`src/rtl/walk_request_conditioner.sv`:
```
// ============================================================================
// walk_request_conditioner
//   Synchronizes and debounces the raw WalkButton and turns it into a sticky
//   walk request that is cleared by walk_ack and followed by a re-request lockout.
//   Optional: WALK_PRESS_COUNT_EN enables the saturating press_count counter.
// Revision: 1.0
// ============================================================================
`default_nettype none

module walk_request_conditioner #(
  parameter int DEBOUNCE_CYCLES = 1000000,
  parameter int DB_W            = 20,
  parameter int LOCKOUT_CYCLES  = 100000000,
  parameter int LK_W            = 27
) (
  input  logic       clk,
  input  logic       rst,
  input  logic       WalkButton,
  input  logic       walk_ack,
  output logic       btn_level,
  output logic       press_pulse,
  output logic       walk_req,
  output logic       lockout_active,
  output logic [7:0] press_count
);

  typedef enum logic [1:0] {
    RELEASED     = 2'd0,
    PRESS_WAIT   = 2'd1,
    HELD         = 2'd2,
    RELEASE_WAIT = 2'd3
  } state_t;

  localparam logic [DB_W-1:0] DB_LAST = DB_W'(DEBOUNCE_CYCLES - 1);
  localparam logic [LK_W-1:0] LK_LOAD = LK_W'(LOCKOUT_CYCLES);

  logic            sync1_q, sync2_q;
  state_t          state_q, state_d;
  logic [DB_W-1:0] dcnt_q, dcnt_d;
  logic [LK_W-1:0] lk_q, lk_d;
  logic            press_q, press_d;
  logic            level_q, level_d;
  logic            req_q, req_d;
  logic            lk_act_q;

  always_ff @(posedge clk) begin
    if (rst) begin
      sync1_q <= 1'b0;
      sync2_q <= 1'b0;
    end else begin
      sync1_q <= WalkButton;
      sync2_q <= sync1_q;
    end
  end

  always_ff @(posedge clk) begin
    if (rst) begin
      state_q  <= RELEASED;
      dcnt_q   <= '0;
      press_q  <= 1'b0;
      level_q  <= 1'b0;
      req_q    <= 1'b0;
      lk_q     <= '0;
      lk_act_q <= 1'b0;
    end else begin
      state_q  <= state_d;
      dcnt_q   <= dcnt_d;
      press_q  <= press_d;
      level_q  <= level_d;
      req_q    <= req_d;
      lk_q     <= lk_d;
      lk_act_q <= (lk_d != '0);
    end
  end

  always_comb begin
    state_d = state_q;
    dcnt_d  = dcnt_q;
    press_d = 1'b0;
    case (state_q)
      RELEASED: begin
        if (sync2_q) begin
          state_d = PRESS_WAIT;
          dcnt_d  = '0;
        end
      end
      PRESS_WAIT: begin
        if (!sync2_q) begin
          state_d = RELEASED;
        end else if (dcnt_q == DB_LAST) begin
          state_d = HELD;
          press_d = 1'b1;
        end else begin
          dcnt_d = dcnt_q + DB_W'(1);
        end
      end
      HELD: begin
        if (!sync2_q) begin
          state_d = RELEASE_WAIT;
          dcnt_d  = '0;
        end
      end
      RELEASE_WAIT: begin
        // A bounce back to 1 returns to HELD silently: it is the same press.
        if (sync2_q) begin
          state_d = HELD;
        end else if (dcnt_q == DB_LAST) begin
          state_d = RELEASED;
        end else begin
          dcnt_d = dcnt_q + DB_W'(1);
        end
      end
      default: begin
        state_d = RELEASED;
        dcnt_d  = '0;
      end
    endcase
  end

  always_comb begin
    level_d = (state_d == HELD) || (state_d == RELEASE_WAIT);
    // walk_req is registered alongside press_pulse so both rise together.
    if (walk_ack) begin
      req_d = 1'b0;
    end else if (press_d && (lk_q == '0)) begin
      req_d = 1'b1;
    end else begin
      req_d = req_q;
    end
    if (walk_ack) begin
      lk_d = LK_LOAD;
    end else if (lk_q != '0) begin
      lk_d = lk_q - LK_W'(1);
    end else begin
      lk_d = lk_q;
    end
  end

  assign btn_level      = level_q;
  assign press_pulse    = press_q;
  assign walk_req       = req_q;
  assign lockout_active = lk_act_q;

`ifdef WALK_PRESS_COUNT_EN
  logic [7:0] cnt_q;

  always_ff @(posedge clk) begin
    if (rst) begin
      cnt_q <= 8'd0;
    end else if (press_q && (cnt_q != 8'hFF)) begin
      cnt_q <= cnt_q + 8'd1;
    end
  end

  assign press_count = cnt_q;
`else
  assign press_count = 8'd0;
`endif

endmodule

`default_nettype wire

```
`config.mk`:
```
export PLATFORM = sky130hd
export DESIGN_NAME = walk_request_conditioner
export DESIGN_NICKNAME = d
export VERILOG_FILES = /design/src/rtl/walk_request_conditioner.sv
export SDC_FILE = /design/constraint.sdc
export NUM_CORES = 1
export LEC_CHECK = 0
export BUFFER_PORTS_ARGS = -buffer_cell sky130_fd_sc_hd__buf_4
export CORE_AREA = 2 2 82 84
export DETAILED_ROUTE_END_ITERATION = 10
export DIE_AREA = 0 0 84 86
export GPL_ROUTABILITY_DRIVEN = 0
export HOLD_SLACK_MARGIN = 0.06
export PLACE_DENSITY = 0.67
export SLEW_MARGIN = 5
export SYNTH_ARGS = -nofsm -noshare
export SYNTH_HDL_FRONTEND = slang
export SYNTH_SLANG_ARGS = --single-unit
```
`constraint.sdc`:
```
create_clock -name clk -period 3.2 [get_ports clk]
set_input_delay 0.48 -clock clk [delete_from_list [all_inputs] [get_ports clk]]
set_output_delay 0.48 -clock clk [all_outputs]
set_load 0.05 [all_outputs]
```
-- After elaboration in Yosys (flattened, before gate mapping)
Cells that the tools add are included.
- flip-flop bits (word level): 55
- input port bits: 4
- output and inout bits: 12
- add/subtract/negate cells: 2
- equality and inequality tests: 10
- multiplexer cells: 18
- reduce and logical (&&, ||, !) cells: 8
- operators with widths (cell ; count):
    20-bit 2-to-1 mux ; 5
    20-bit case mux with 4 select lines ; 1
    27-bit 2-to-1 mux ; 2
    27-bit nonzero test ; 2
    27-bit logical NOT ; 1
    27-bit by 1-bit subtractor with 27-bit output, second input constant ; 1
    20-bit by 1-bit adder with 20-bit output, second input constant ; 1
    20-bit == test, second input constant ; 1
    2-bit 2-to-1 mux ; 6
    2-bit == test, second input constant ; 4
    2-bit inequality test, second input constant ; 4
    2-bit case mux with 4 select lines ; 1
    4-bit AND reduction ; 1
    1-bit 2-to-1 mux ; 3
    2-bit by 1-bit == test with 1-bit output, second input constant ; 1
    2-bit logical NOT ; 1
    2-bit OR reduction ; 1
    1-bit logical AND ; 1
    1-bit logical OR ; 1

-- Longest topological paths before layout
- word-level depth: 6
- mapped depth: 11
- depth with buffers taken out: 9

-- Least setup slack after synthesis
No wires, ideal clock.
- kind: reg-to-reg
- start point: register lk_q[1]
- end point: register lk_q[22]
- setup time: 133 ps
- data arrival time: 2460 ps
- required time: 3067 ps
- setup slack: 607 ps
- stages on the path, launching flop included: 11
- clock period less this slack: 2593 ps
- cells stage by stage: dfxtp_1 clkbuf_1 inv_1 ha_1 or4b_4 and4bb_2 o31ai_2 or3_1 nor4_1 xnor2_1 a21oi_1
- longest elaborated chain between the ends: 3
- elaborated cells on any way between the ends: 4
- RTL lines (element ; RTL line ; text):
    from (decl) ; 40 ; logic [LK_W-1:0] lk_q, lk_d;
    from (signal assigned) ; 71 ; lk_q <= lk_d;
    27-bit by 1-bit subtractor with 27-bit output / 27-bit nonzero test (equally long branches) ; 133, 132 ;
    27-bit 2-to-1 mux * ; 132 ; end else if (lk_q != '0) begin
    27-bit 2-to-1 mux * ; 130 ; if (walk_ack) begin
Mark *: on every way between the ends. The rest lies on a longest branch, timed or not.
A chain may end at the register's enable or synchronous reset.

-- Worst setup path in the final report
- start point: register lk_q[0]
- end point: register lk_q[22]
Same word-level chain as after synthesis.

==> results.toml <==
[final_layout]
finish.cell_count_without_fillers = 408
post-route-util_pct = 46.52
final_nets = 337
flow.area_growth_from_synthesis_pct = 5.946
post_route_cells_drive_above_1_share_pct = 9.970
insertedDiodeCount = 0
layout_common_cells = "sky130_fd_sc_hd__nor2_1 (55), sky130_fd_sc_hd__dfxtp_1 (55), sky130_fd_sc_hd__xnor2_1 (27)"

[timing]
tightest_slew_ps = 549.7
final-max-slew-violation-count = 0
relSlewSlack_pct = 63.14
setup-tns-final_ps = 0
unrepaired_setup_endpoints_after_global_routing = "no"
skew_ps = 6.677
finalCritPeriodShare_pct = 87.04
min_clock_period_post_route_ps = 2785
max_clock_freq_mhz = 359.0
finalSetupViolCount = 0
hold_viol = 0
timing.final.ws_setup_ps = 414.7

[yosys]
syn_inst = 329
postSynth.asyncResetShare_pct = 0
yosys.cell_types.count = 49
postSynth.topFlopCell = "sky130_fd_sc_hd__dfxtp_1"
synth.avg_cell_area_um2 = 8.378
synth-edff-count = 0
cell_area_after_synthesis_um2 = 2756
yosys_register_bits = 55
synth_warnings = 0
synth-seq-area-share_pct = 39.95

[cts]
tritoncts = "built"
post_cts_resized = 0
postCtsSetupRepairBufs = 0
cts_htree_levels = 2
clock_insertion_delay_worst_skew_ps = 310
clock_tree.root_cell = "sky130_fd_sc_hd__clkbuf_8"
cts_hold_repair.buffers = 0
cts_sinks = 55
cts-root-to-sink-buffers = 2
tritoncts.num_buffers = 5
clk_pin_slew_ps = 100

[setup_path]
path_class = "flop to flop"
crit_path_max_incr_delay_ps = 500
slowest_stage_cell_cp = "sky130_fd_sc_hd__or4b_4"
critical_path.max_fanout = 8
crit_family = "simple AND/OR/NAND/NOR gates"
cp_data_arrival_time_ps = 2980
end_kind = "flop"
cp_num_buf_inv = 1
worstSetupStartpointType = "flop"
cp_cell_sequence = "inv_1, ha_1, or4b_4, and4bb_2, o31ai_2, or3_1, nor4_1, xnor2_1, a21oi_1"
worst_ep_required_time_ps = 3390

[global_route]
via_count_of_the_first_global_routing_pass = 2133
maximum_number_of_pins_on_one_net_before_global_route_repair = 22
grt_first_pass_wirelength_um = 9666
global_route.overflow_total = 0
global_route.usage.total_pct = 16.23
antenna_violations_before_repair = 0

[power]
vdd_ir_drop_max_uv = 297.2
leakage_nw = 1.024
power-per-cell-area_nw_per_um2 = 478.3
total_power_mw = 1.397

[floorplanning]
fp-row-count = 29
die_area_um2 = 7224
coreArea_um2 = 6277
die_width_um = 84
floorplan.initialDensity_pct = 43.91
die-height_um = 86
pin_count = 16

[route]
drt-pass1-iter-count = 4
initialDrtViolationCount = 127
drc = 0
wire_per_inst_um = 13.57
route.vias.total = 2206
route.detailed.vias_per_inst = 5.407
route.final.wire_length_um = 5535
drt.antenna.violating_nets = 0

[placed_design]
post-place-ws_ps = 442.1
io_buffers = 7
detailedPlacementHpwl_um = 3947
placed_cells = 400

[min_path]
hold_path.class = "input port to flop"

[run_status]
run_status = "finished clean"

[flow_run]
drv.max_cap_violation_count = 0
-- Yosys cell counts, types with 2 or more instances --
cell | n | share of area (%)
sky130_fd_sc_hd__dfxtp_1 | 55 | 40
sky130_fd_sc_hd__nor2_1 | 55 | 7.5
sky130_fd_sc_hd__xnor2_1 | 27 | 8.6
sky130_fd_sc_hd__a21oi_1 | 24 | 4.4
sky130_fd_sc_hd__or3_1 | 14 | 3.2
sky130_fd_sc_hd__nand2_1 | 13 | 1.8
sky130_fd_sc_hd__nor3_1 | 12 | 2.2
sky130_fd_sc_hd__nand3_1 | 11 | 2.0
sky130_fd_sc_hd__clkbuf_1 | 10 | 1.4
sky130_fd_sc_hd__nor4_1 | 9 | 2.0
sky130_fd_sc_hd__buf_4 | 8 | 2.2
sky130_fd_sc_hd__o21ai_0 | 7 | 1.3
sky130_fd_sc_hd__xor2_1 | 7 | 2.2
sky130_fd_sc_hd__and3_1 | 6 | 1.4
sky130_fd_sc_hd__inv_1 | 6 | 0.82
sky130_fd_sc_hd__nand4_1 | 6 | 1.4
sky130_fd_sc_hd__buf_2 | 5 | 0.91
sky130_fd_sc_hd__or4_1 | 5 | 1.4
sky130_fd_sc_hd__nand4b_1 | 4 | 1.3
sky130_fd_sc_hd__a31oi_1 | 3 | 0.68
sky130_fd_sc_hd__ha_1 | 3 | 1.4
sky130_fd_sc_hd__nand3b_1 | 3 | 0.82
sky130_fd_sc_hd__nor2b_1 | 3 | 0.68
sky130_fd_sc_hd__or2_2 | 3 | 0.68
sky130_fd_sc_hd__and4_1 | 2 | 0.64
sky130_fd_sc_hd__mux2_2 | 2 | 0.82
sky130_fd_sc_hd__nand2b_1 | 2 | 0.45
sky130_fd_sc_hd__nor3b_1 | 2 | 0.54
sky130_fd_sc_hd__nor4_2 | 2 | 0.91
-- sequential cells by signal, summed over array words and instances (netlist names) --
register and cells:
lk_q 27, sync2_q 1, dcnt_q 20, btn_level 1, walk_req 1, sync1_q 1
lockout_active 1, press_pulse 1, state_q 2
-- layer usage --
layer  track usage, %  up-vias  part of all wire (%)
met2            27.13       39                    47
met5                0        -                     0
met4            6.305        0                   1.2
li1                 -     1136                     -
met3            3.176        7                   3.2
met1            20.77     1024                    48
-- through the flow --
step | hold slack (ps) | area (um^2)
2_1_floorplan | 413.8 | 2783
3_3_place_gp | 434.5 | 2835
3_5_place_dp | 438.3 | 2835
4_1_cts | 386.6 | 2920
5_1_grt | 397.7 | 2920
6_report | 385.8 | 2920
-- power breakdown --
group	internal [mW]	total (mW)	switching [mW]
clock	0.154	0.384	0.231
combinational	0.104	0.261	0.157
sequential	0.714	0.752	0.0383
-- final timing paths --
path / from / depth (start not counted) / end / slack, ps
max: lk_q[0] / 9 / lk_q[22] / 410
max reg2reg: lk_q[0] / 9 / lk_q[22] / 410
min reg2reg: sync1_q / 1 / sync2_q / 450
min: WalkButton / 2 / sync1_q / 390
-- area by class of cell --
class / instances / area (um^2)
Timing Repair Buffer: 11 / 82.58
Inverter: 6 / 22.52
Tap cell: 77 / 96.34
Fill cell: 598 / 3357
Clock inverter: 2 / 12.51
Sequential cell: 55 / 1101
Clock buffer: 6 / 72.57
Multi-Input combinational cell: 251 / 1533
-- cells by family after synthesis --
| family | after synthesis | share of synthesized area (%) |
|---|---|---|
| simple gates | 161 | 32.23 |
| flops | 55 | 39.95 |
| compound gates | 43 | 9.306 |
| xor+xnor | 34 | 10.80 |
| buf+inv | 30 | 5.402 |
| fa+ha+maj | 3 | 1.362 |
| mux | 2 | 0.8170 |
| other cells | 1 | 0.1360 |
Power figures use the tool's default switching activity.
